`src/rtl/div_pkg.sv`:
```
// rtl/div_pkg.sv - shared types and constants for the sequential restoring divider
package div_pkg;

    localparam int DIV_WIDTH = 4;
    localparam int DIV_CNT_W = $clog2(DIV_WIDTH);

    typedef enum logic [1:0] {
        IDLE  = 2'd0,
        RUN   = 2'd1,
        DONE  = 2'd2,
        FIXUP = 2'd3
    } div_state_t;

endpackage

```
`src/rtl/addsub_stage.sv`:
```
// rtl/addsub_stage.sv - combinational W-bit adder/subtractor; mode=1 computes a - b
module addsub_stage #(
    parameter int W = 5
) (
    input  logic [W-1:0] a,
    input  logic [W-1:0] b,
    input  logic         mode,
    output logic [W-1:0] sum,
    output logic         carry
);

    logic [W-1:0] b_eff;

    assign b_eff        = mode ? ~b : b;
    assign {carry, sum} = {1'b0, a} + {1'b0, b_eff} + {{W{1'b0}}, mode};

endmodule

```
`src/rtl/seq_restoring_divider.sv`:
```
// rtl/seq_restoring_divider.sv - multi-cycle restoring divider; DIVIDER_SIGNED_EN adds signed operands
module seq_restoring_divider
    import div_pkg::*;
#(
    parameter int WIDTH = DIV_WIDTH
) (
    input  logic             clk,
    input  logic             rst,
    input  logic             start,
    input  logic [WIDTH-1:0] dividend,
    input  logic [WIDTH-1:0] divisor,
    output logic             busy,
    output logic             done,
    output logic [WIDTH-1:0] quotient,
    output logic [WIDTH-1:0] remainder,
    output logic             div_by_zero
);

    localparam int CW = $clog2(WIDTH);

    div_state_t       state, state_nx;
    logic [WIDTH:0]   r, r_sh, r_nx, trial;
    logic [WIDTH-1:0] q, q_nx, d;
    logic [CW-1:0]    cnt;
    logic             trial_co, fits, zero_div;
    logic [WIDTH-1:0] mag_a, mag_b;

    assign zero_div = (divisor == '0);
    assign r_sh     = {r[WIDTH-1:0], q[WIDTH-1]};

    addsub_stage #(.W(WIDTH + 1)) u_trial (
        .a    (r_sh),
        .b    ({1'b0, d}),
        .mode (1'b1),
        .sum  (trial),
        .carry(trial_co)
    );

    // carry-out and the cleared MSB both mean the subtraction did not borrow
    assign fits = ~trial[WIDTH] & trial_co;
    assign r_nx = fits ? trial : r_sh;
    assign q_nx = {q[WIDTH-2:0], fits};

`ifdef DIVIDER_SIGNED_EN
    logic             neg_q, neg_r;
    logic [WIDTH-1:0] nq, nr;
    logic [1:0]       neg_co;

    assign mag_a = dividend[WIDTH-1] ? -dividend : dividend;
    assign mag_b = divisor[WIDTH-1]  ? -divisor  : divisor;

    addsub_stage #(.W(WIDTH)) u_neg_q (
        .a('0), .b(q), .mode(1'b1), .sum(nq), .carry(neg_co[0])
    );
    addsub_stage #(.W(WIDTH)) u_neg_r (
        .a('0), .b(r[WIDTH-1:0]), .mode(1'b1), .sum(nr), .carry(neg_co[1])
    );
`else
    assign mag_a = dividend;
    assign mag_b = divisor;
`endif

    always_ff @(posedge clk or posedge rst) begin
        if (rst) state <= IDLE;
        else     state <= state_nx;
    end

    always_comb begin
        state_nx = state;
        case (state)
            IDLE:  if (start) state_nx = zero_div ? DONE : RUN;
            RUN: begin
                if (cnt == '0) begin
`ifdef DIVIDER_SIGNED_EN
                    state_nx = FIXUP;
`else
                    state_nx = DONE;
`endif
                end
            end
            FIXUP: state_nx = DONE;
            DONE:  state_nx = start ? (zero_div ? DONE : RUN) : IDLE;
            default: state_nx = IDLE;
        endcase
    end

    always_comb begin
        busy = (state == RUN);
        done = (state == DONE);
    end

    always_ff @(posedge clk or posedge rst) begin
        if (rst) begin
            r           <= '0;
            q           <= '0;
            d           <= '0;
            cnt         <= '0;
            quotient    <= '0;
            remainder   <= '0;
            div_by_zero <= 1'b0;
`ifdef DIVIDER_SIGNED_EN
            neg_q       <= 1'b0;
            neg_r       <= 1'b0;
`endif
        end else begin
            case (state)
                IDLE, DONE: begin
                    if (start && zero_div) begin
                        quotient    <= '1;
                        remainder   <= dividend;
                        div_by_zero <= 1'b1;
                    end else if (start) begin
                        r           <= '0;
                        q           <= mag_a;
                        d           <= mag_b;
                        cnt         <= CW'(WIDTH - 1);
                        div_by_zero <= 1'b0;
`ifdef DIVIDER_SIGNED_EN
                        neg_q       <= dividend[WIDTH-1] ^ divisor[WIDTH-1];
                        neg_r       <= dividend[WIDTH-1];
`endif
                    end
                end
                RUN: begin
                    r   <= r_nx;
                    q   <= q_nx;
                    cnt <= cnt - 1'b1;
`ifndef DIVIDER_SIGNED_EN
                    if (cnt == '0) begin
                        quotient  <= q_nx;
                        remainder <= r_nx[WIDTH-1:0];
                    end
`endif
                end
`ifdef DIVIDER_SIGNED_EN
                FIXUP: begin
                    quotient  <= neg_q ? nq : q;
                    remainder <= neg_r ? nr : r[WIDTH-1:0];
                end
`endif
                default: ;
            endcase
        end
    end

endmodule

```
`config.mk`:
```
export PLATFORM = sky130hd
export DESIGN_NAME = seq_restoring_divider
export DESIGN_NICKNAME = d
export VERILOG_FILES = /design/src/rtl/div_pkg.sv /design/src/rtl/addsub_stage.sv /design/src/rtl/seq_restoring_divider.sv
export SDC_FILE = /design/constraint.sdc
export NUM_CORES = 1
export LEC_CHECK = 0
export BUFFER_PORTS_ARGS = -buffer_cell sky130_fd_sc_hd__buf_2
export CAP_MARGIN = 20
export CORE_MARGIN = 4
export CORE_UTILIZATION = 55
export CTS_BUF_LIST = sky130_fd_sc_hd__clkbuf_4 sky130_fd_sc_hd__clkbuf_8 sky130_fd_sc_hd__clkbuf_16
export CTS_CLUSTER_DIAMETER = 100
export DETAILED_ROUTE_END_ITERATION = 7
export PLACE_DENSITY = 0.77
export SLEW_MARGIN = 20
export SYNTH_ARGS = -nofsm -noshare
export SYNTH_HDL_FRONTEND = slang
export SYNTH_SLANG_ARGS = --single-unit
```
`constraint.sdc`:
```
create_clock -name clk -period 2.55 [get_ports clk]
set_clock_uncertainty 0.2 [all_clocks]
set_input_delay 0.3825 -clock clk [delete_from_list [all_inputs] [get_ports clk]]
set_output_delay 0.3825 -clock clk [all_outputs]
set_load 0.01 [all_outputs]
```
# Word-level counts from Yosys, hierarchy flattened
# Cells that the tools add are included.
[op_classes]
n_addsub = 3
n_eq_ne = 8
n_mux = 23
bitwise = 4
reduce_logical = 12
[ops]
columns = ["operator", "n"]
rows = [
  ["4-bit two-way mux", 9],
  ["4-bit one-hot mux with 2 select lines", 4],
  ["2-bit two-way mux", 6],
  ["3-bit AND reduction", 3],
  ["2-bit inequality test (second input constant)", 4],
  ["2-bit one-hot mux with 4 select lines", 1],
  ["5-bit by 5-bit adder with 6-bit output", 1],
  ["6-bit by 1-bit adder with 6-bit output (second input constant)", 1],
  ["4-bit NOT with 5-bit output", 1],
  ["2-bit == test (second input constant)", 2],
  ["2-bit zero test", 2],
  ["4-bit zero test", 1],
  ["2-bit one-hot mux with 2 select lines", 1],
  ["2-bit AND reduction", 2],
  ["2-bit nonzero test", 2],
  ["2-bit by 1-bit == test with 1-bit output (second input constant)", 1],
  ["1-bit two-way mux", 2],
  ["2-bit by 1-bit inequality test with 1-bit output (second input constant)", 1],
  ["1-bit NOT", 2],
  ["2-bit OR reduction", 1],
  ["2-bit by 1-bit subtractor with 2-bit output (second input constant)", 1],
  ["1-bit AND", 1],
  ["1-bit logical AND", 1],
]
[word_totals]
reg_bits = 25
input_bits = 11
out_inout_bits = 11

# Logic depth before layout (Yosys ltp)
# Gate-level depths: netlist of run 1.
[depth]
word_depth = 8
mapped_depth = 9
ltp_nobuf = 9

# Cells and area by module
# Synthesis of run 1 repeated with hierarchy kept, for this count alone.
[unflattened]
hier_cells = 145
hier_area_um2 = 1408.9
[modules_own_cells]
columns = ["mod", "n_inst", "cells_each", "area_per_inst_um2", "seq_area_each_um2"]
rows = [
  ["seq_restoring_divider", 1, 116, 1168.6, 625.6],
  ["addsub_stage", 1, 29, 240.2, 0.0],
]

# Worst setup path before layout of run 1
# No wires, ideal clock.
[synth_path]
path_kind = "register to register"
from = "register q[3]"
to = "register remainder[1]"
arrival_ns = 2.035
setup_slack_ns = 0.189
stages_incl_launch_ff = 10
n_path_buf = 0
synth_period_minus_slack_ns = 2.361
path_cell_list = "dfrtp_1 -> inv_1 -> ha_1 -> inv_1 -> fa_1 -> a21oi_1 -> a211o_1 -> nor3b_2 -> o22ai_2 -> a221o_1"
[synth_between]
elab_chain_len = 7
[synth_rtl]
columns = ["element", "line", "source"]
rows = [
  ["start, declared", "seq_restoring_divider.sv:23", "logic [WIDTH-1:0] q, q_nx, d;"],
  ["start signal, assigned", "seq_restoring_divider.sv:114", "q <= mag_a;"],
  ["start signal, assigned", "seq_restoring_divider.sv:126", "q <= q_nx;"],
  ["5-bit by 5-bit adder with 6-bit output *", "addsub_stage.sv:15", "assign {carry, sum} = {1'b0, a} + {1'b0, b_eff} + {{W{1'b0}}, mode};"],
  ["6-bit by 1-bit adder with 6-bit output *", "addsub_stage.sv:15", ""],
  ["1-bit NOT", "seq_restoring_divider.sv:40", "assign fits = ~trial[WIDTH] & trial_co;"],
  ["1-bit AND", "seq_restoring_divider.sv:40", ""],
  ["4-bit two-way mux *", "seq_restoring_divider.sv:41", "assign r_nx = fits ? trial : r_sh;"],
  ["4-bit two-way mux *", "seq_restoring_divider.sv:129", "if (cnt == '0) begin"],
  ["4-bit one-hot mux with 2 select lines *", "seq_restoring_divider.sv:106", "case (state)"],
  ["end signal, assigned", "seq_restoring_divider.sv:110", "remainder <= dividend;"],
  ["end signal, assigned", "seq_restoring_divider.sv:131", "remainder <= r_nx[WIDTH-1:0];"],
  ["end, declared", "seq_restoring_divider.sv:15", "output logic [WIDTH-1:0] remainder,"],
]
# Mark *: on every way between the ends. The rest lies on a longest branch, timed or not. The select of a mux whose other input is x is not followed.
# A chain may end at the register's enable or synchronous reset.

# Worst setup path in the final report of run 1
# Ends and elaborated chain as after synthesis.

==> results of run 1 <==
==> what timing repair did <==
action,4_1_cts,5_1_grt
pin swaps,0,3
buffers inserted,0,1
resized for setup,1,8
cloned,0,0
hold buffers,1,0
hold endpoints to repair,25,0
endpoints found under the setup margin,1,7
==> logic make-up after synthesis <==
kind of cell	after synthesis	synth area share, %
compound gates	55	23.8
xor+xnor	1	0.588
fa+ha+maj	6	5.54
buf+inv	23	6.89
flops	25	42.0
simple gates	63	21.2
==> layout make-up <==
| class | count | area, um2 |
|---|---|---|
| Multi-Input combinational cell | 125 | 798 |
| Sequential cell | 25 | 626 |
| Inverter | 13 | 48.8 |
| Fill cell | 212 | 810 |
| Clock inverter | 1 | 5.00 |
| Timing Repair Buffer | 30 | 175 |
| Tap cell | 30 | 37.5 |
| Clock buffer | 3 | 22.5 |
==> worst reg2reg max path, delay by kind of cell, from the launching register on <==
family                   cells  cell delay, ps
AO/OA/AOI/OAI                4             840
adder cells (fa/ha/maj)      2             570
flip-flops                   1             430
AND/OR/NAND/NOR              1             210
buffers and inverters        2             110
==> routing by layer <==
layer / track usage [%] / vias up / wire, um
met5: 0 / - / 0
met1: 31.5 / 645 / 1490
met2: 35.3 / 60 / 1730
li1: - / 659 / -
met4: 7.59 / 0 / 85
met3: 3.67 / 10 / 247
==> placed cells by master (no fill, tap or decap), types with 3 or more instances in the layout <==
cell type / instances
o21ai_1: 4
nand2_1: 18
nand3_1: 5
ha_1: 4
and3_1: 4
clkbuf_4: 3
nor3_1: 4
a31oi_1: 3
a21oi_1: 13
nor2b_1: 3
buf_4: 8
buf_2: 21
dfrtp_1: 25
nor2_1: 14
o21ai_0: 14
nand2b_1: 3
inv_1: 12
==> final timing paths <==
check | endpoint | slack [ps] | cells past startpoint | start
max | remainder[1] | 80 | 9 | q[3]
min | remainder[2] | 100 | 3 | dividend[2]
min reg2reg | cnt[0] | 290 | 1 | cnt[0]
max in group asynchronous | d[0] | 1490 | 4 | rst
max reg2reg | remainder[1] | 80 | 9 | q[3]
min in group asynchronous | remainder[2] | 430 | 4 | rst
==> sequential cells by signal (all words and copies together) (netlist names) <==
| signal | cells |
|---|---|
| d | 4 |
| q | 4 |
| quotient | 4 |
| r | 4 |
| remainder | 4 |
| cnt | 2 |
| state | 2 |
| div_by_zero | 1 |
==> cell usage after synthesis (4+ instances only) <==
cell and count:
inv_1 13, o21ai_0 14, nor2_1 14, clkbuf_1 4, buf_2 4, a21oi_1 14
dfrtp_1 25, nand3_1 5, and3_1 4, nand2_1 18, ha_1 5, o21ai_1 4
nor3_1 5
==> through the flow <==
stage	setup TNS (ps)	cell area (um2)	worst slack (ps)
floorplan	0	1490	189
detailed placement	-9.80	1630	-9.80
global route	-19.0	1710	-19.0
global placement	0	1630	55.4
CTS	0	1670	22.7
finish	0	1710	81.0
==> where the power goes <==
group          internal [mW]  total, mW  switching (mW)
combinational          0.726       1.70           0.974
clock                 0.0588      0.176           0.117
sequential             0.579      0.707           0.128
total                   1.36       2.58            1.22
==> implementation parameters, run 1 <==
Parameter                              Value

Synthesis
  Syn_area_per_cell    around 8.6 um2
  Asr flop ratio synth    100%
  Post-synth net total    190
  Cell variety after synth    46
  Gate count of the mapped netlist    between 150 and 200
  Synth Register Bits    25
  Number of synthesized flops with an enable pin    0
  Largest area contributor in the synthesized netlist    dfrtp_1
  Cell types with the largest area share after synthesis    dfrtp_1 42%, a21oi_1 4.7%, o21ai_0 4.7%
  Fraction of the yosys area taken by sequential cells    between 40% and 50%
  Most common flop cell mapped by yosys    dfrtp_1
  Post-Synthesis Cell Area    roughly 1500 um2
  Warnings, synthesis    0
  Post-synth top area share    approximately two fifths

Setup path
  Slowest stage cell on the critical path    dfrtp_1
  Arr. time, crit path    2480 ps
  Startpoint Class    flip-flop
  Required arrival time at the worst endpoint    2570 ps
  Worst-path cell chain    inv_1 -> ha_2 -> inv_2 -> fa_2 -> a21oi_4 -> a211o_1 -> nor3b_4 -> o22ai_2 -> a221o_1
  Count of buffer and inverter cells on the critical path    2
  Critical Path Sink Type    flip-flop
  Type of the setup path with the least slack    flip-flop to flip-flop
  Max Fanout on Critical Path    4
  Family of cells with the greatest summed delay on the critical path    compound AO/OA/AOI/OAI gates
  Largest stage delay, worst path    between 400 and 500 ps

Clock tree
  Number of buffers inserted during clock tree synthesis    3
  Clock input transition at the sequential cells of the worst setup and hold paths    between 100 and 150 ps
  Number of buffers on the longest clock path    2
  TritonCTS clock tree    yes
  Source-to-sink clock delay at the later pin of the worst-skew pair    320 ps
  Root Buffer    clkbuf_4
  H-tree depth    1
  Clock tree sinks    25

Placement
  Placed instance count    ~220
  Final Wtd Congestion    just under 0.9
  Post-detail-place hpwl    between 2000 and 3000 um
  # port buffers    21

Timing
  Maximum achievable frequency    405 MHz
  Final period utilization    between 90% and 100%
  Setup repair after global routing missed its margin    true
  Final hold violation count    0
  Slew at the pin with the worst max-slew slack    slightly above 400 ps
  Number of setup violations in the final report    0
  Final number of max-transition violations    0
  Worst hold slack    approximately 100 ps
  Fin crit period    roughly 2500 ps
  Headroom to the max-slew limit    between 70% and 80%

Global routing
  Number of global-route vias before repair    1315
  GRT Overall Usage    22.5%
  Initial antenna violation count    0
  Wire length of the first global-routing pass    around 6100 um
  Largest net degree at the start of global routing    26
  Remaining global-route overflow    0

Layout
  Utilization after layout    roughly 68%
  Antenna diode instance count    0
  Fraction of layout cells with a size suffix above 1    approximately a quarter
  Area added between synthesis and finish    14.9%
  Post-layout instance count excluding filler cells    roughly 230
  Number of nets in the finished design    approximately 220

Die
  Die footprint    3610 um2
  Cell Rows    18
  Die height    roughly 60 um
  Initial standard-cell utilization of the core    around three fifths
  Die X    ~60 um
  IO Pins    22
  Core Footprint    between 2000 and 3000 um2

Route
  Via count    1374
  Wirelength, routed    between 3000 and 4000 um
  Number of iterations in the first detailed-routing pass    4
  Post-detailed-route DRC marker count    0
  Iteration-0 DRC count of the detailed router    just over 90
  Number of vias per cell    around 6.1
  Post-route ant nets    0
  Average wire length per cell after detail routing    between 15 and 20 um

Status
  Status    finished clean

Power and ir drop
  Pwr per Cell Area    between 1500 and 2000 nW/um2
  Pleak    0.804 nW
  Overall power after layout    2.58 mW
  Maximum VDD drop    about 0.00093 V

Hold path
  Classification of the worst-slack hold path    primary input to flip-flop

Job
  Max-cap check violation count    0
Power figures use the tool's default switching activity.
==> run 2: changes to the inputs <==
--- a/config.mk
+++ b/config.mk
@@ -12,6 +12,7 @@
 export CTS_BUF_LIST = sky130_fd_sc_hd__clkbuf_4 sky130_fd_sc_hd__clkbuf_8 sky130_fd_sc_hd__clkbuf_16
 export CTS_CLUSTER_DIAMETER = 100
 export DETAILED_ROUTE_END_ITERATION = 7
+export MAX_ROUTING_LAYER = met4
 export PLACE_DENSITY = 0.77
 export SLEW_MARGIN = 20
 export SYNTH_ARGS = -nofsm -noshare
==> run 2 against run 1 <==
  * Sequential share of layout area grew 0.16 points
  * Critical endpoint unchanged
  * Register-to-register slack lost 30 ps
  * Flip-flop and latch count is the same
  * Cell count shrank 0.44%
  * Combinational power is essentially flat
  * Non-clock buffer count shrank 1
  * Sequential power is essentially flat
  * Global-route usage is essentially flat
  * Routed wire length is the same
  * Maximum frequency shrank 1.2%
  * Design area shrank 0.44%
==> implementation parameters, run 2 (synthesis gave the netlist of run 1 again) <==
Parameter                              Value

Status
  Status    finished clean

Power and ir drop
  Pwr per Cell Area    1510 nW/um2 (-0.18%)
  Overall power after layout    2.57 mW (-0.61%)
  Maximum VDD drop    0.000888 V (-4.8%)
  Pleak    0.800 nW (-0.47%)

Layout
  Post-layout instance count excluding filler cells    226 (-0.44%)
  Number of nets in the finished design    214 (-0.47%)
  Antenna diode instance count    0 (unchanged)
  Fraction of layout cells with a size suffix above 1    22.4% (-0.90 points)
  Fill cell total of the finished layout    226 (+6.6%)
  Area of the multi-input gates    796 um2 (-0.31%)
  FF/Latch Area    626 um2 (unchanged)
  Most common library cell in the layout ignoring fill and taps    dfrtp_1
  Utilization after layout    67.6% (-0.30 points)
  Most frequent cells in the layout    25 x dfrtp_1, 21 x buf_2, 18 x nand2_1
  Area added between synthesis and finish    14.4%

Route
  Number of vias per cell    6.17 (+2.0%)
  Via count    1395 (+1.5%)
  Average wire length per cell after detail routing    15.7 um (+0.44%)
  Post-route ant nets    0 (unchanged)
  Number of iterations in the first detailed-routing pass    4 (unchanged)
  Wirelength, routed    3550 um (unchanged)
  Post-detailed-route DRC marker count    0 (unchanged)
  Iteration-0 DRC count of the detailed router    64 (-31%)

Clock tree
  Root Buffer    clkbuf_4
  Clock input transition at the sequential cells of the worst setup and hold paths    130 ps (about the same)
  Number of buffers on the longest clock path    2 (unchanged)
  H-tree depth    1 (unchanged)
  Number of buffers inserted during clock tree synthesis    3 (unchanged)
  Clock tree sinks    25 (unchanged)
  TritonCTS clock tree    yes
  Source-to-sink clock delay at the later pin of the worst-skew pair    310 ps (about the same)

Placement
  Placed instance count    220 (-0.45%)
  # port buffers    21 (unchanged)
  Final Wtd Congestion    0.925 (+3.8%)
  Worst slack at placement    -22.0 ps (-12.2 ps)
  Post-detail-place hpwl    2590 um (-0.58%)

Timing
  Final period utilization    98.0% (+1.2 points)
  Headroom to the max-slew limit    70.9% (-2.1 points)
  Fin crit period    2500 ps (+29.5 ps)
  Number of setup violations in the final report    0 (unchanged)
  Slew at the pin with the worst max-slew slack    436 ps (+31.9 ps)
  Total negative setup slack    0 ps (unchanged)
  Final hold violation count    0 (unchanged)
  Final number of max-transition violations    0 (unchanged)
  Maximum achievable frequency    400 MHz (-1.2%)
  Final critical-path setup slack    51.5 ps (-29.5 ps)

Hold path
  Worst min-delay path endpoint    d[2]
  Worst hold start    divisor[2]
  Classification of the worst-slack hold path    primary input to flip-flop
  Worst Hold Depth    3 (unchanged)

Global routing
  Wire length of the first global-routing pass    5910 um (-2.4%)
  GRT Overall Usage    22.5% (about the same)
  Largest net degree at the start of global routing    26 (unchanged)
  Initial antenna violation count    0 (unchanged)
  Number of global-route vias before repair    1307 (-0.61%)
  Remaining global-route overflow    0 (unchanged)

Die
  IO Pins    22 (unchanged)
  Die X    60.1 um (unchanged)
  Cell Rows    18 (unchanged)
  Die footprint    3610 um2 (unchanged)
  Core Footprint    2520 um2 (unchanged)
  Initial standard-cell utilization of the core    59.1% (unchanged)
  Die height    60.1 um (unchanged)

Setup path
  Cells on worst reg2reg path    9 (unchanged)
  Startpoint Class    flip-flop
  Type of the setup path with the least slack    flip-flop to flip-flop
  Worst-path cell chain    inv_1 -> ha_1 -> inv_1 -> fa_2 -> a21oi_4 -> a211o_1 -> nor3b_2 -> o22ai_2 -> a221o_1
  Largest stage delay, worst path    440 ps (about the same)
  Most used cell along the critical path    inv_1
  Slowest stage cell on the critical path    dfrtp_1
  Critical Path Sink Type    flip-flop
  Reg2Reg Setup Slack    50 ps (-30 ps)
  Max Fanout on Critical Path    4 (unchanged)
  Terminus of the critical flop-to-flop path    remainder[1]
  Origin of the critical flop-to-flop path    q[3]
  Required arrival time at the worst endpoint    2550 ps (-20 ps)
  Arr. time, crit path    2500 ps (+20 ps)
  Beginning of the critical path    q[3]

Job
  Max-cap check violation count    0 (unchanged)
## run 2: critical path, delay by kind of cell (launching register included)
kind | cells | cell delay (ps)
AOI/OAI and AO/OA | 4 | 850
buffers and inverters | 2 | 140
adders and majority gates | 2 | 570
DFF | 1 | 440
and+or+nand+nor | 1 | 200
## run 2: routing by layer
metal / track usage [%] / wire [um]
met5: - / 0
met4: 8.54 / 31
met3: 2.59 / 238
met2: 33.6 / 1740
met1: 31.3 / 1550
## run 2: power by group
part	internal [mW]	switching [mW]
Sequential	0.579	0.130
Combinational	0.692	0.987
Clock	0.0716	0.107
Total	1.34	1.22
## run 2: area by class of cell
type | count | share of cell area (%)
Tap cell | 30 | 2.20
Sequential cell | 25 | 36.7
Clock buffer | 4 | 1.76
Inverter | 13 | 2.86
Multi-Input combinational cell | 125 | 46.7
Timing Repair Buffer | 29 | 9.83
## run 2: metrics by stage
step | hold WS (ps) | instance area [um2]
after floorplan | 210 | 1490
after global placement | 237 | 1620
after detailed placement | 244 | 1620
after CTS | 93.0 | 1670
after global routing | 94.2 | 1710
final | 102 | 1710
## run 2: worst max-delay path by stage
stage / to / slack, ps / cells past startpoint
3_3_place_gp: r[0] / 60 / 9
4_1_cts: remainder[0] / 20 / 9
6_report: remainder[1] / 50 / 9
2_1_floorplan: remainder[1] / 190 / 9
5_1_grt: remainder[1] / -9 / 9
3_5_place_dp: remainder[0] / -20 / 9
## run 2: what timing repair did
| item | in CTS | in global routing |
|---|---|---|
| pin swaps | 0 | 1 |
| endpoints found under the setup margin | 3 | 7 |
| resized for setup | 2 | 6 |
| hold endpoints to repair | 25 | 0 |
| hold buffers | 1 | 0 |
| setup buffers | 0 | 1 |
==> run 3: changes to the inputs <==
--- a/config.mk
+++ b/config.mk
@@ -5,7 +5,7 @@
 export SDC_FILE = /design/constraint.sdc
 export NUM_CORES = 1
 export LEC_CHECK = 0
-export BUFFER_PORTS_ARGS = -buffer_cell sky130_fd_sc_hd__buf_2
+export BUFFER_PORTS_ARGS = -buffer_cell sky130_fd_sc_hd__buf_4
 export CAP_MARGIN = 20
 export CORE_MARGIN = 4
 export CORE_UTILIZATION = 55
==> run 3 against run 2 <==
  * Via count down 2.4%
  * Sequential share of layout area down 0.61 points
  * Clock-buffer cell count did not move
  * Flip-flop and latch count is the same
  * Global-route usage grew 0.86 points
  * First-iteration DRC count is 19% higher
  * Sequential power about the same
  * Largest power group unchanged
==> implementation parameters, run 3 (synthesis gave the netlist of run 1 again) <==
Parameter                              Value

Setup path
  Reg2Reg Setup Slack    100 ps (+50 ps)
  Required arrival time at the worst endpoint    2560 ps (about the same)
  Startpoint Class    flip-flop
  Cells on worst reg2reg path    10 (+1)
  Origin of the critical flop-to-flop path    q[3]
  Terminus of the critical flop-to-flop path    remainder[2]
  Arr. time, crit path    2460 ps (-40 ps)
  Critical Path Sink Type    flip-flop
  Max Fanout on Critical Path    5 (+1)
  Type of the setup path with the least slack    flip-flop to flip-flop

Clock tree
  Clock input transition at the sequential cells of the worst setup and hold paths    130 ps (about the same)
  Clock tree sinks    25 (unchanged)
  TritonCTS clock tree    yes
  Number of buffers on the longest clock path    2 (unchanged)
  Number of buffers inserted during clock tree synthesis    3 (unchanged)
  Source-to-sink clock delay at the later pin of the worst-skew pair    320 ps (about the same)
  H-tree depth    1 (unchanged)
  Root Buffer    clkbuf_4

Layout
  Fraction of layout cells with a size suffix above 1    21.6% (-0.80 points)
  Most frequent cells in the layout    26 x buf_4, 25 x dfrtp_1, 18 x nand2_1
  Post-layout instance count excluding filler cells    224 (-0.88%)
  Area added between synthesis and finish    16.4%
  Antenna diode instance count    0 (unchanged)
  Post-route standard cell area excluding fillers    1730 um2 (+1.7%)
  Number of nets in the finished design    212 (-0.93%)
  Most common library cell in the layout ignoring fill and taps    buf_4

Route
  Number of iterations in the first detailed-routing pass    4 (unchanged)
  Via count    1362 (-2.4%)
  Wirelength, routed    3560 um (+0.25%)
  Post-detailed-route DRC marker count    0 (unchanged)
  Average wire length per cell after detail routing    15.9 um (+1.1%)
  Number of vias per cell    6.08 (-1.5%)
  Iteration-0 DRC count of the detailed router    76 (+19%)
  Post-route ant nets    0 (unchanged)

Timing
  Final period utilization    96.0% (-2.0 points)
  Headroom to the max-slew limit    67.8% (-3.1 points)
  Final number of max-transition violations    0 (unchanged)
  Maximum achievable frequency    408 MHz (+2.1%)
  Slew at the pin with the worst max-slew slack    482 ps (+46.0 ps)
  Setup repair after global routing missed its margin    true
  Total negative setup slack    0 ps (unchanged)
  Final critical-path setup slack    102 ps (+50.2 ps)
  Final hold violation count    0 (unchanged)
  Fin crit period    2450 ps (-50.2 ps)
  Number of setup violations in the final report    0 (unchanged)

Job
  Max-cap check violation count    0 (unchanged)

Placement
  # port buffers    21 (unchanged)
  Placed instance count    219 (-0.45%)
  Worst slack at placement    1.57 ps (+23.6 ps)
  Cell area reported after detailed placement    1670 um2 (+2.8%)
  Final Wtd Congestion    0.999 (+8.0%)
  Post-detail-place hpwl    2600 um (+0.35%)

Die
  Die footprint    3610 um2 (unchanged)
  Die X    60.1 um (unchanged)
  Die height    60.1 um (unchanged)
  Core Footprint    2520 um2 (unchanged)
  IO Pins    22 (unchanged)
  Cell Rows    18 (unchanged)
  Initial standard-cell utilization of the core    59.1% (unchanged)

Hold path
  Classification of the worst-slack hold path    primary input to flip-flop
  Worst min-delay path endpoint    d[2]
  Worst Hold Depth    3 (unchanged)
  Worst hold start    divisor[2]

Power and ir drop
  Pwr per Cell Area    1480 nW/um2 (-1.7%)
  Maximum VDD drop    0.00105 V (+19%)
  Pleak    0.806 nW (+0.74%)
  Overall power after layout    2.57 mW (about the same)

Global routing
  Number of global-route vias before repair    1356 (+3.7%)
  Initial antenna violation count    0 (unchanged)
  Largest net degree at the start of global routing    26 (unchanged)
  Wire length of the first global-routing pass    6200 um (+4.9%)
  Remaining global-route overflow    0 (unchanged)
  GRT Overall Usage    23.3% (+0.86 points)

Status
  Status    finished clean
[run 3: what timing repair did]
action / 4_1_cts / 5_1_grt
endpoints found under the hold margin: 25 / 0
endpoints found under the setup margin: 2 / 6
gates cloned: 0 / 0
hold buffers: 1 / 0
pin swaps: 0 / 1
setup buffers: 0 / 0
resized for setup: 1 / 6
[run 3: metrics by stage]
stage	utilization, %	hold WS (ps)
floorplan	-	210
global placement	66.2	250
detailed placement	66.2	257
CTS	68.0	67.3
global route	68.8	74.8
finish	68.8	73.6
[run 3: worst max path at each step]
stage	startpoint	to	slack (ps)	depth (start not counted)
global placement	q[3]	remainder[0]	40	9
global route	q[3]	remainder[1]	-7	9
CTS	q[3]	remainder[1]	8	9
floorplan	q[3]	remainder[1]	190	9
finish	q[3]	remainder[2]	100	10
detailed placement	q[3]	r[0]	2	9
[run 3: final cells by class]
class                           instances  area (um2)
Multi-Input combinational cell        125         787
Fill cell                             211         788
Clock buffer                            4        30.0
Timing Repair Buffer                   27         205
Tap cell                               30        37.5
Inverter                               13        48.8
Sequential cell                        25         626
[run 3: worst max-delay path, cell delays in order, from the launching register on]
cell and delay, ps:
dfrtp_1 450, inv_1 80, ha_1 150, inv_1 50, fa_2 380, and3_2 240
o32ai_1 350, a211oi_1 80, o311ai_1 110, buf_4 180, o21ai_1 70
[run 3: metal layers]
layer | vias to the layer above | wire length, um | global-route usage (%)
met3 | 6 | 163 | 3.89
met4 | 0 | 34 | 6.96
li1 | 658 | - | -
met5 | - | 0 | -
met1 | 654 | 1600 | 30.8
met2 | 44 | 1770 | 36.9
[run 3: report_power, final]
| part | internal (mW) | total [mW] | switching, mW |
|---|---|---|---|
| clock network | 0.0719 | 0.189 | 0.117 |
| logic | 0.710 | 1.67 | 0.956 |
| registers | 0.579 | 0.712 | 0.133 |
| total | 1.36 | 2.57 | 1.20 |
